==> src/rtl/legv8_pkg.sv <==
// rtl/legv8_pkg.sv - shared LEGv8 encoder types, opcodes and field limits
package legv8_pkg;

    localparam int INSTR_LEN = 32;
    localparam int WORD      = 64;

    typedef enum logic [1:0] {
        FMT_R  = 2'd0,
        FMT_D  = 2'd1,
        FMT_CB = 2'd2,
        FMT_B  = 2'd3
    } fmt_e;

    typedef enum logic [1:0] {
        ST_IDLE,
        ST_ENC,
        ST_WRITE,
        ST_HALT
    } state_e;

    localparam logic [10:0] OP_LDUR = 11'b11111000010;
    localparam logic [10:0] OP_STUR = 11'b11111000000;
    localparam logic [10:0] OP_ADD  = 11'b10001011000;
    localparam logic [10:0] OP_SUB  = 11'b11001011000;
    localparam logic [10:0] OP_AND  = 11'b10001010000;
    localparam logic [10:0] OP_ORR  = 11'b10101010000;
    localparam logic [7:0]  OP_CBZ  = 8'b10110100;
    localparam logic [7:0]  OP_CBNZ = 8'b10110101;
    localparam logic [5:0]  OP_B    = 6'b000101;

    // Signed immediate field widths; D-format range -256..255 is a 9-bit signed field
    localparam int D_IMM_BITS  = 9;
    localparam int CB_IMM_BITS = 19;
    localparam int B_IMM_BITS  = 26;

    // True when v survives truncation to a bits-wide two's-complement field
    function automatic logic fits_signed(input logic [WORD-1:0] v, input int bits);
        logic [WORD-1:0] hi;
        hi = $signed(v) >>> (bits - 1);
        return (hi == '0) || (hi == '1);
    endfunction

endpackage

==> src/rtl/legv8_field_pack.sv <==
// rtl/legv8_field_pack.sv - combinational R/D/CB/B instruction word packer
module legv8_field_pack
    import legv8_pkg::*;
(
    input  logic [1:0]           fmt,
    input  logic [10:0]          opcode,
    input  logic [4:0]           rd,
    input  logic [4:0]           rn,
    input  logic [4:0]           rm,
    input  logic [5:0]           shamt,
    input  logic [WORD-1:0]      imm,
    output logic [INSTR_LEN-1:0] word,
    output logic                 range_ok
);

    // Pack fields per format and check the immediate fits its field
    always_comb begin
        word     = '0;
        range_ok = 1'b1;
        case (fmt_e'(fmt))
            FMT_R: begin
                word = {opcode, rm, shamt, rn, rd};
            end
            FMT_D: begin
                word     = {opcode, imm[8:0], 2'b00, rn, rd};
                range_ok = fits_signed(imm, D_IMM_BITS);
            end
            FMT_CB: begin
                word     = {opcode[10:3], imm[18:0], rd};
                range_ok = fits_signed(imm, CB_IMM_BITS);
            end
            default: begin
                word     = {opcode[10:5], imm[25:0]};
                range_ok = fits_signed(imm, B_IMM_BITS);
            end
        endcase
    end

endmodule

==> src/rtl/legv8_instr_encoder.sv <==
// rtl/legv8_instr_encoder.sv - instruction encoder and sequential imem program loader
module legv8_instr_encoder
    import legv8_pkg::*;
#(
    parameter logic [WORD-1:0] BASE_ADDR = '0,
    parameter int              DEPTH     = 64
) (
    input  logic                   clk,
    input  logic                   reset,
    input  logic                   in_valid,
    output logic                   in_ready,
    input  logic [1:0]             in_fmt,
    input  logic [10:0]            in_opcode,
    input  logic [4:0]             in_rd,
    input  logic [4:0]             in_rn,
    input  logic [4:0]             in_rm,
    input  logic [5:0]             in_shamt,
    input  logic [WORD-1:0]        in_imm,
    input  logic                   in_last,
    output logic                   imem_we,
    output logic [WORD-1:0]        imem_addr,
    output logic [INSTR_LEN-1:0]   imem_wdata,
    output logic [$clog2(DEPTH):0] count,
    output logic                   err,
    output logic                   err_sticky,
    output logic                   full,
    output logic                   done
);

    localparam int CW = $clog2(DEPTH) + 1;

    state_e                state, nxt;
    logic [1:0]            fmt_q;
    logic [10:0]           opcode_q;
    logic [4:0]            rd_q, rn_q, rm_q;
    logic [5:0]            shamt_q;
    logic [WORD-1:0]       imm_q;
    logic                  last_q;
    logic [INSTR_LEN-1:0]  word_q;
    logic [WORD-1:0]       addr_q;
    logic [CW-1:0]         count_q;
    logic                  sticky_q;
    logic                  done_q;
    logic [INSTR_LEN-1:0]  packed_word;
    logic                  range_ok;

    legv8_field_pack u_pack (
        .fmt      (fmt_q),
        .opcode   (opcode_q),
        .rd       (rd_q),
        .rn       (rn_q),
        .rm       (rm_q),
        .shamt    (shamt_q),
        .imm      (imm_q),
        .word     (packed_word),
        .range_ok (range_ok)
    );

    assign full       = (count_q == CW'(DEPTH));
    assign count      = count_q;
    assign imem_addr  = addr_q;
    assign imem_wdata = word_q;
    assign err_sticky = sticky_q;
    assign done       = done_q;

    // State register
    always_ff @(posedge clk) begin
        if (reset) state <= ST_IDLE;
        else       state <= nxt;
    end

    // Next-state and handshake/strobe decode
    always_comb begin
        nxt      = state;
        in_ready = 1'b0;
        imem_we  = 1'b0;
        err      = 1'b0;
        case (state)
            ST_IDLE: begin
                in_ready = !full;
                if (in_valid && !full) nxt = ST_ENC;
            end
            ST_ENC: begin
                if (range_ok) begin
                    nxt = ST_WRITE;
                end else begin
                    err = 1'b1;
                    nxt = ST_IDLE;
                end
            end
            ST_WRITE: begin
                imem_we = 1'b1;
                nxt     = last_q ? ST_HALT : ST_IDLE;
            end
            default: nxt = ST_HALT;
        endcase
    end

    // Input capture, write-port registers, word counter and status flags
    always_ff @(posedge clk) begin
        if (reset) begin
            fmt_q    <= '0;
            opcode_q <= '0;
            rd_q     <= '0;
            rn_q     <= '0;
            rm_q     <= '0;
            shamt_q  <= '0;
            imm_q    <= '0;
            last_q   <= 1'b0;
            word_q   <= '0;
            addr_q   <= BASE_ADDR;
            count_q  <= '0;
            sticky_q <= 1'b0;
            done_q   <= 1'b0;
        end else begin
            if (in_valid && in_ready) begin
                fmt_q    <= in_fmt;
                opcode_q <= in_opcode;
                rd_q     <= in_rd;
                rn_q     <= in_rn;
                rm_q     <= in_rm;
                shamt_q  <= in_shamt;
                imm_q    <= in_imm;
                last_q   <= in_last;
            end
            // Address and data are loaded only for a word that will be written,
            // so both hold their last written values at all other times.
            if (state == ST_ENC && range_ok) begin
                word_q <= packed_word;
                addr_q <= BASE_ADDR + (WORD'(count_q) << 2);
            end
            if (err) sticky_q <= 1'b1;
            if (state == ST_WRITE) begin
                count_q <= count_q + CW'(1);
                if (last_q) done_q <= 1'b1;
            end
        end
    end

endmodule

==> config.mk <==
export PLATFORM = sky130hd
export DESIGN_NAME = legv8_instr_encoder
export DESIGN_NICKNAME = d
export VERILOG_FILES = /design/src/rtl/legv8_pkg.sv /design/src/rtl/legv8_field_pack.sv /design/src/rtl/legv8_instr_encoder.sv
export SDC_FILE = /design/constraint.sdc
export NUM_CORES = 1
export LEC_CHECK = 0
export ABC_AREA = 1
export CAP_MARGIN = 10
export CORE_ASPECT_RATIO = 2
export CORE_MARGIN = 2
export CORE_UTILIZATION = 43
export DETAILED_ROUTE_END_ITERATION = 10
export PLACE_DENSITY = 0.82
export SLEW_MARGIN = 20
export SYNTH_ARGS = -nofsm -noshare
export SYNTH_HDL_FRONTEND = slang
export SYNTH_SLANG_ARGS = --single-unit
export TNS_END_PERCENT = 20
==> constraint.sdc <==
create_clock -name clk -period 1.5 [get_ports clk]
set_clock_uncertainty 0.05 [all_clocks]
set_input_delay 0.225 -clock clk [delete_from_list [all_inputs] [get_ports clk]]
set_output_delay 0.225 -clock clk [all_outputs]
set_load 0.05 [all_outputs]
==> summary.md, run 1 <==
| Metric | Value |
|---|---|
| HPWL Detailed | `16.46 mm` |
| Largest fanout on the critical path | `4` |
| Syn_area_per_cell | `~7.0 sq um` |
| Die Ht | `approximately 180 um` |
| Sequential-to-total area share from yosys stat | `42.43%` |
| Fin cells | `approximately 1400` |
| Max Freq | `454.6 MHz` |
| Yosys cell types | `28` |
| CTS tree | `yes` |
| PortBufs | `roughly 150` |
| H-tree depth | `4` |
| Pins Over Slew Limit | `0` |
| CP Launch Type | `register` |
| Failing checks | `negative setup slack` |
| Io pins | `roughly 210` |
| Final Wtd Congestion | `~0.94` |
| Initial Utilization | `a little over two fifths` |
| Slew HR | `46.65%` |
| RSZ-0062 raised after global routing | `yes` |
| R2R setup slack | `-0.65 ns` |
| # hold bufs at CTS | `0` |
| Worst path arrival time | `between 1.5 and 2 ns` |
| DRT iter0 DRCs | `865` |
| Reg area | `~0.0031 sq mm` |
| Final worst-path cycle share | `146.6%` |
| Drt first pass iters | `5` |
| Clk sink count | `about 150` |
| Ys Warns | `0` |
| Syn-to-layout area delta | `58.37%` |
| Largest net degree at the start of global routing | `68` |
| Status | `complete, but fails checks` |
| Final instance area | `around 0.011 sq mm` |
| Cts bufs inserted | `17` |
| Tot Pwr | `approximately 14 mW` |
| Drt drc | `0` |
| Pwr dens | `1249 mW/mm^2` |
| Clk root buf | `clkbuf_16` |
| Antenna Nets Post-Route | `0` |
| Clk pin slew, worst setup/hold paths | `approximately 0.070 ns` |
| Placed cell area | `0.009613 sq mm` |
| Core box area | `0.01610 sq mm` |
| Antenna violations before repair | `0` |
| Crit path kind | `reg2out` |
| Max Cap Violations | `0` |
| Fin. Hold Viols | `0` |
| Static leakage | `4.521 nW` |
| Drt wl/cell | `~19 um` |
| CP Capture Type | `output port` |
| Maximum VDD drop | `roughly 890 uV` |
| CTS Buffer Depth | `2` |
| Nets@finish | `around 1300` |
| Ranking of synthesized cells by area | `dfxtp_1, a21oi_1, nand2_1` |
| Vias in the first global route | `around 7700` |
| Worst hold slack | `around 0.22 ns` |
| N_diodes | `0` |
| Global-route wire length before repair | `approximately 38 mm` |
| Share of cells above drive strength 1 | `about 27%` |
| Mapped Area | `0.007030 sq mm` |
| Hold crit path type | `in2reg` |
| Fillers | `1158` |
| Tot GR Track Use | `between 20% and 30%` |
| Clock latency on the worst-skew pair | `0.43 ns` |
| Num rows | `66` |
| Critical path required time | `1.22 ns` |
| Final worst slack | `-0.6997 ns` |
| Detailed Route WL | `~27 mm` |
| Area of the multi-input gates | `around 0.0037 sq mm` |
| Top cell type's share of synthesized area | `a little over two fifths` |
| Register bit total from synthesis | `about 150` |
| Die Wd | `94.42 um` |
| Dpl cells | `approximately 1400` |
| Worst Tran Pin Value | `roughly 0.80 ns` |
| Die Area | `0.01745 sq mm` |
| Synth area leader | `dfxtp_1` |
| Post-synthesis cell count | `around 1000` |
| Min Clock Period, post-route | `2.200 ns` |
| Via count | `8006` |
| Grt ovf | `0` |
| Via/cell ratio | `5.537` |
| Final setup vio count | `~150` |
## where the power goes
group / total [mW] / internal, mW / switching [mW]
logic: 4.92 / 2.14 / 2.78
clock network: 4.19 / 2.32 / 1.86
registers: 4.80 / 4.39 / 0.412
## sequential cells by signal, indices dropped and copies added, names as in the netlist
signal,count
imm_q,64
imem_wdata,32
opcode_q,11
count,7
imem_addr,7
shamt_q,6
rd_q,5
rm_q,5
rn_q,5
fmt_q,2
state,2
done,1
err_sticky,1
last_q,1
## layout by cell type (no fill, tap or decap), types with 19 or more instances in the layout
cell and n:
nand2_1 167, a21oi_1 130, dfxtp_1 112, clkdlybuf4s50_1 99, nor2_1 95, nand3_1 91, buf_4 78, inv_1 70
buf_12 61, conb_1 57, dfxtp_2 26, o21ai_0 23, nor2_2 21, clkbuf_16 20, nand2_2 19
## final timing paths
path / cells after the start / startpoint / end
worst max-delay path: 11 / imm_q[52] / err
worst min-delay path: 3 / in_valid / fmt_q[1]
worst max register to register: 16 / imm_q[63] / imem_addr[3]
worst min register to register: 2 / rd_q[4] / rd_q[4]
## critical path: stages (launching register included)
cell and delay, ns:
dfxtp_4 0.38, nand2_1 0.09, nor2_2 0.12, nand2_1 0.08, nor2_2 0.16, and2_1 0.15, nand2_1 0.08, nand3_2 0.08
nand2_4 0.08, nand3_4 0.08, inv_4 0.05, buf_12 0.14
## cells by family after synthesis
group	after synthesis	synth area share [%]
AOI/OAI and AO/OA	233	17.44
adders and majority gates	2	0.3559
and+or+nand+nor	429	25.73
buffers and inverters	195	13.99
DFF	149	42.43
other	1	0.05334
## Yosys cell counts
| library cell | number |
|---|---|
| nor2_1 | 121 |
| nor3_2 | 2 |
| clkinv_1 | 2 |
| a31oi_1 | 1 |
| nor2_2 | 3 |
| inv_1 | 73 |
| ha_1 | 2 |
| nand2_2 | 3 |
| nand4_1 | 9 |
| a21oi_1 | 148 |
| a22oi_1 | 1 |
| buf_4 | 58 |
| inv_2 | 2 |
| buf_2 | 21 |
| a221oi_1 | 8 |
| o21a_1 | 2 |
| o22ai_1 | 17 |
| o21ai_0 | 56 |
| nand3_2 | 1 |
| and2_1 | 1 |
| nand2_1 | 187 |
| clkbuf_1 | 38 |
| nand2_4 | 2 |
| conb_1 | 1 |
| buf_6 | 1 |
| dfxtp_1 | 149 |
| nor3_1 | 5 |
| nand3_1 | 95 |
## cell type report
cell class | count | share of cell area, %
repair buffers | 260 | 28.97
clock inverters | 15 | 1.292
multi-input cells | 724 | 33.51
well taps | 204 | 2.292
inverters | 77 | 2.663
flip-flops and latches | 149 | 27.45
clock buffers | 17 | 3.821
## stage by stage
stage               worst slack (ns)  TNS, ns  utilization (%)
floorplan                    -0.5691   -59.09                -
global placement             -0.3248   -35.79            59.70
detailed placement           -0.4406   -43.48            59.70
CTS                          -0.6180   -55.23            65.90
global route                 -0.8118   -75.07            69.15
finish                       -0.6997   -64.79            69.15
## per-layer routing
layer	global-route usage (%)	part of all wire, %	vias up	wire, um
met1	30.52	35	3740	9591
met5	0	0	-	0
met4	14.49	5.6	0	1525
li1	-	-	3663	-
met2	50.63	51	480	13970
met3	5.818	7.7	123	2099
## timing repair
item                       4_1_cts  5_1_grt
buffers inserted                 6        5
resized for setup               63      138
pin swaps                       12       41
cloned                           9        6
setup endpoints to repair      146      149
Note: power is estimated with default switching activity, not from simulation.
==> run 2, diff against run 1 <==
CELL_PAD_IN_SITES_DETAIL_PLACEMENT = 1   (was unset)
CELL_PAD_IN_SITES_GLOBAL_PLACEMENT = 2   (was unset)
CORE_UTILIZATION = 23   (was 43)
GPL_TIMING_DRIVEN = 0   (was unset)
==> run 2 against run 1 <==
Against the previous run: the run still ends with negative setup slack left; final area increased by 2.2%; combinational power fell by 3%; wire length is 16% higher; hold slack worse by 0.043 ns; critical path depth is 1 higher; global-route usage fell by 9.2 points; die area is 84% higher; clock power rose by 5.3%; fmax is 2.8% lower; first-iteration DRC count fell by 72%; power is 0.12% higher; critical endpoint unchanged; highest routed layer unchanged.
==> summary.md, run 2 (synthesized netlist as in run 1, its figures left out) <==
| Metric | Value |
|---|---|
| Drt wl/cell | `19.04 um (+1.3%)` |
| CTS tree | `yes` |
| Grt ovf | `0 (unchanged)` |
| Static leakage | `4.525 nW (about the same)` |
| Drt first pass iters | `4 (-1)` |
| CTS Buffer Depth | `2 (unchanged)` |
| Dpl cells | `1585 (+14%)` |
| Worst setup path startpoint | `imm_q[48]` |
| Antenna Nets Post-Route | `0 (unchanged)` |
| Min Clock Period, post-route | `2.263 ns (+0.06316 ns)` |
| H-tree depth | `4 (unchanged)` |
| Fin. Hold Viols | `0 (unchanged)` |
| Syn-to-layout area delta | `61.90%` |
| CP Capture Type | `output port` |
| Critical path required time | `1.22 ns (about the same)` |
| RSZ-0062 raised after global routing | `yes` |
| Final worst slack | `-0.7628 ns (-0.06316 ns)` |
| CP Cell Sequence | `nand2_1, nor2_1, nand2_1, nor2_1, nand3_1, nand2_1, nand2_1, nand2_2, inv_4, nand3_4, inv_4, buf_8` |
| Die Ht | `251.3 um (+36%)` |
| Worst r2r dst | `imem_wdata[24]` |
| Worst path arrival time | `1.99 ns (+0.07 ns)` |
| Maximum VDD drop | `894.4 uV (+0.89%)` |
| # hold bufs at CTS | `0 (unchanged)` |
| Final Util | `37.72% (-31 points)` |
| HPWL Detailed | `23.41 mm (+42%)` |
| Delay of the slowest critical-path stage | `0.40 ns (+0.02 ns)` |
| Failing checks | `negative setup slack` |
| Reg2reg start | `imm_q[48]` |
| Final setup vio count | `146 (-0.68%)` |
| Met1 Use GR | `16.63% (-14 points)` |
| Met2 usage | `38.09% (-13 points)` |
| Clk root buf | `clkbuf_16` |
| Final TNS setup | `-66.36 ns (-1.574 ns)` |
| Max Freq | `441.9 MHz (-2.8%)` |
| Die Area | `0.03207 sq mm (+84%)` |
| Vias in the first global route | `8032 (+4.8%)` |
| Initial Utilization | `23.30% (-20 points)` |
| CP endpoint | `err` |
| N_diodes | `0 (unchanged)` |
| Tot GR Track Use | `18.94% (-9.2 points)` |
| Via count | `7731 (-3.4%)` |
| Commonest non-fill, non-tap cells in the layout | `nand2_1, dfxtp_1, nor2_1` |
| Via/cell ratio | `4.666 (-16%)` |
| Met3 usage | `3.384% (-2.4 points)` |
| Most flop-heavy register | `imm_q` |
| GR peak layer | `met2` |
| Status | `complete, but fails checks` |
| Fin cells | `1657 (+15%)` |
| Die Wd | `127.6 um (+35%)` |
| Drt drc | `0 (unchanged)` |
| DRT iter0 DRCs | `244 (-72%)` |
| Crit path kind | `reg2out` |
| Max Cap Violations | `0 (unchanged)` |
| Clk pin slew, worst setup/hold paths | `0.06 ns (about the same)` |
| Pins Over Slew Limit | `0 (unchanged)` |
| Core box area | `0.03018 sq mm (+87%)` |
| Largest fanout on the critical path | `3 (-1)` |
| R2R cell count | `14 (-2)` |
| Num rows | `90 (+36%)` |
| PortBufs | `152 (-0.65%)` |
| Largest net degree at the start of global routing | `17 (-75%)` |
| Max reg flops | `64 (unchanged)` |
| Io pins | `211 (unchanged)` |
| Hold path startpoint | `reset` |
| Global-route wire length before repair | `45.21 mm (+19%)` |
| Final worst-path cycle share | `150.9% (+4.2 points)` |
| Pwr dens | `1223 mW/mm^2 (-2.1%)` |
| Slew HR | `45.68% (-0.98 points)` |
| Share of cells above drive strength 1 | `30.26% (+3.3 points)` |
| Hold crit path type | `in2reg` |
| CP Launch Type | `register` |
| Nets@finish | `1380 (+3.5%)` |
| Clk sink count | `149 (unchanged)` |
| Detailed Route WL | `31.55 mm (+16%)` |
| Clock latency on the worst-skew pair | `0.45 ns (+0.02 ns)` |
| R2R setup slack | `-0.62 ns (+0.03 ns)` |
| Antenna violations before repair | `0 (unchanged)` |
| Final Wtd Congestion | `0.9070 (-3.6%)` |
| CP most frequent cell | `nand2_1` |
| Cts bufs inserted | `17 (unchanged)` |
| Worst hold slack | `0.1821 ns (-0.04253 ns)` |
| Fillers | `3669 (+220%)` |
| Slowest cell on the critical path | `dfxtp_1` |
| Worst Tran Pin Value | `0.8149 ns (+0.01463 ns)` |
| Most common cell after layout, fill and taps aside | `nand2_1` |
==> run 2: metrics by stage <==
step / cell area, sq um / total power [mW] / setup WS, ns
floorplan: 7316 / 7.150 / -0.5691
global placement: 9298 / 8.437 / -1.451
detailed placement: 9300 / 8.493 / -1.374
CTS: 10840 / 13.55 / -0.7295
global route: 11380 / 14.47 / -0.8812
finish: 11380 / 13.92 / -0.7628
==> run 2: final cells by class <==
class	count	area, sq um	share of cell area, %
plain buffers	117	922.1	8.102
clock buffers	24	461.7	4.056
multi-input cells	722	3905	34.31
repair buffers	192	2176	19.12
well taps	368	460.4	4.045
clock inverters	8	125.1	1.099
flip-flops and latches	149	3033	26.65
inverters	77	299.0	2.627
==> run 2: power by group <==
group | leakage, nW | switching, mW | internal, mW | total, mW
Clock | 0.282 | 1.75 | 2.66 | 4.41
Combinational | 3.00 | 2.87 | 1.91 | 4.78
Sequential | 1.24 | 0.347 | 4.39 | 4.74
Total | 4.53 | 4.97 | 8.96 | 13.9
==> run 2: what timing repair did <==
action                                  CTS  global route
buffers inserted                         18            13
pin swaps                                37            35
endpoints found under the setup margin  197           152
resized for setup                       342           143
cloned                                   10             5
==> run 2: worst min-delay path by stage <==
| stage | endpoint | slack (ns) | depth (start not counted) |
|---|---|---|---|
| 2_1_floorplan | imm_q[57] | 0.34 | 2 |
| 3_3_place_gp | opcode_q[5] | 0.39 | 2 |
| 3_5_place_dp | opcode_q[9] | 0.40 | 2 |
| 4_1_cts | count[0] | 0.21 | 2 |
| 5_1_grt | count[0] | 0.21 | 2 |
| 6_report | count[0] | 0.18 | 2 |
==> run 2: critical path: cells and delay by family (launching register included) <==
family,cells,cell delay [ns]
buffers and inverters,3,0.23
and+or+nand+nor,9,0.90
DFF,1,0.40
==> run 2: metal layers <==
layer,up-vias,part of all wire (%)
met5,-,0
met1,3694,33
li1,3747,-
met3,69,3.8
met2,221,57
met4,0,6.0
==> run 3, diff against run 2 <==
REMOVE_ABC_BUFFERS = 1   (was unset)
==> run 3 against run 2 <==
Against the previous run: the run still ends with negative setup slack left; via count down 4.1%; clock power up 24%; final area fell by 6.8%; hold slack improved by 0.039 ns; combinational power decreased by 6.9%; highest routed layer unchanged.
==> summary.md, run 3 (synthesized netlist as in run 1, its figures left out) <==
| Metric | Value |
|---|---|
| Final TNS setup | `-60.38 ns (+5.981 ns)` |
| Share of cells above drive strength 1 | `26.92% (-3.3 points)` |
| Max reg flops | `64 (unchanged)` |
| R2R setup slack | `-0.54 ns (+0.08 ns)` |
| Worst Tran Pin Value | `0.7849 ns (-0.02993 ns)` |
| Drt wl/cell | `19.75 um (+3.7%)` |
| HPWL Detailed | `18.66 mm (-20%)` |
| Hold worst-path end | `imm_q[61]` |
| CTS Buffer Depth | `2 (unchanged)` |
| Drt drc | `0 (unchanged)` |
| Clk sink count | `149 (unchanged)` |
| Final Util | `35.15% (-2.6 points)` |
| Final setup vio count | `146 (unchanged)` |
| Status | `complete, but fails checks` |
| Cts bufs inserted | `17 (unchanged)` |
| Hold path startpoint | `reset` |
| Antenna violations before repair | `5 (+5)` |
| Pins Over Slew Limit | `0 (unchanged)` |
| Fillers | `3638 (-0.84%)` |
| Static leakage | `4.229 nW (-6.6%)` |
| Reg area | `0.003049 sq mm (+0.54%)` |
| RSZ-0062 raised after global routing | `yes` |
| Hold crit path type | `in2reg` |
| Crit path kind | `reg2out` |
| Io pins | `211 (unchanged)` |
| Antenna Nets Post-Route | `0 (unchanged)` |
| Reg2reg start | `imm_q[41]` |
| Clk root buf | `clkbuf_16` |
| Worst path arrival time | `1.98 ns (about the same)` |
| H-tree depth | `4 (unchanged)` |
| Maximum VDD drop | `837.9 uV (-6.3%)` |
| Max Freq | `444.2 MHz (+0.51%)` |
| Hold Path Cell Cnt | `3 (+1)` |
| Slew HR | `47.67% (+2.0 points)` |
| Critical path required time | `1.22 ns (about the same)` |
| Largest fanout on the critical path | `3 (unchanged)` |
| # hold bufs at CTS | `0 (unchanged)` |
| CP Launch Type | `register` |
| Global-route wire length before repair | `41.76 mm (-7.6%)` |
| Syn-to-layout area delta | `50.86%` |
| Final worst slack | `-0.7512 ns (+0.01158 ns)` |
| Final Wtd Congestion | `0.7764 (-14%)` |
| R2R cell count | `15 (+1)` |
| Core box area | `0.03018 sq mm (unchanged)` |
| Failing checks | `negative setup slack` |
| Num rows | `90 (unchanged)` |
| Pwr dens | `1383 mW/mm^2 (+13%)` |
| DRT iter0 DRCs | `336 (+38%)` |
| Tot GR Track Use | `17.34% (-1.6 points)` |
| Worst r2r dst | `imem_wdata[16]` |
| Nets@finish | `1287 (-6.7%)` |
| Final worst-path cycle share | `150.1% (-0.77 points)` |
| Drt first pass iters | `4 (unchanged)` |
| Area of the multi-input gates | `0.003968 sq mm (+1.6%)` |
| Max Cap Violations | `0 (unchanged)` |
| PortBufs | `153 (+0.66%)` |
| Via count | `7416 (-4.1%)` |
| CTS tree | `yes` |
| Most common cell after layout, fill and taps aside | `nand2_1` |
| Die Wd | `127.6 um (unchanged)` |
| Detailed Route WL | `30.99 mm (-1.8%)` |
| Grt ovf | `0 (unchanged)` |
| CP Capture Type | `output port` |
| Initial Utilization | `23.30% (unchanged)` |
| Vias in the first global route | `7408 (-7.8%)` |
| Clk pin slew, worst setup/hold paths | `0.06 ns (about the same)` |
| Worst hold slack | `0.2207 ns (+0.03858 ns)` |
| Most flop-heavy register | `imm_q` |
| Largest net degree at the start of global routing | `89 (+72)` |
| Die Area | `0.03207 sq mm (unchanged)` |
| Tot Pwr | `14.67 mW (+5.4%)` |
| Min Clock Period, post-route | `2.251 ns (-0.01158 ns)` |
| Via/cell ratio | `4.727 (+1.3%)` |
| Clock latency on the worst-skew pair | `0.44 ns (about the same)` |
| Die Ht | `251.3 um (unchanged)` |
| Fin. Hold Viols | `0 (unchanged)` |
| Commonest non-fill, non-tap cells in the layout | `nand2_1, a21oi_1, dfxtp_1` |
==> run 3: worst max-delay path by stage <==
stage	from	end	cells after the start
finish	imm_q[41]	err	12
global route	imm_q[51]	err	13
floorplan	count[0]	fmt_q[0]	8
CTS	imm_q[63]	err	13
detailed placement	fmt_q[1]	imem_wdata[1]	9
global placement	count[0]	imm_q[14]	8
==> run 3: where the power goes <==
| part | internal (mW) | switching [mW] |
|---|---|---|
| Combinational | 1.56 | 2.89 |
| Sequential | 4.40 | 0.337 |
| Clock | 3.67 | 1.81 |
==> run 3: layout make-up <==
| class | count | area share, % |
|---|---|---|
| sequential | 149 | 28.75 |
| tap | 368 | 4.341 |
| clock inverter | 13 | 2.831 |
| antenna | 5 | 0.1180 |
| clock buffer | 19 | 4.176 |
| multi-input combinational | 729 | 37.41 |
| inverter | 77 | 2.985 |
| timing repair buffer | 209 | 19.39 |
==> run 3: metrics by stage <==
stage	instances	area [sq um]	setup slack [ns]
after global routing	1569	10610	-0.8504
after detailed placement	1475	8706	-2.201
after floorplan	947	6546	-4.517
after global placement	1468	8538	-6.789
after CTS	1519	9749	-0.7081
final	1569	10610	-0.7512
==> run 3: worst max-delay path: stages, from the launching register on <==
cell,delay [ns]
dfxtp_1,0.38
nand2_1,0.14
nor2_2,0.16
nand2_1,0.07
nor2_2,0.11
nand3_1,0.08
nand2_1,0.10
nand2_1,0.09
nand2_2,0.09
inv_4,0.05
nand3_2,0.06
inv_2,0.06
buf_8,0.14
==> run 3: what timing repair did <==
| item | in CTS | in global routing |
|---|---|---|
| endpoints found under the setup margin | 196 | 196 |
| buffers inserted | 9 | 33 |
| hold endpoints to repair | 0 | 0 |
| resized for setup | 118 | 255 |
| gates cloned | 3 | 12 |
| pin swaps | 18 | 53 |
==> run 3: per-layer routing <==
layer | routed length (um) | GRT usage, % | vias to the layer above | share of wire, %
met3 | 1007 | 3.064 | 63 | 3.2
met2 | 17900 | 33.89 | 198 | 58
met5 | 0 | 0 | - | 0
met4 | 1517 | 9.953 | 0 | 4.9
met1 | 10560 | 16.45 | 3581 | 34
li1 | - | - | 3574 | -
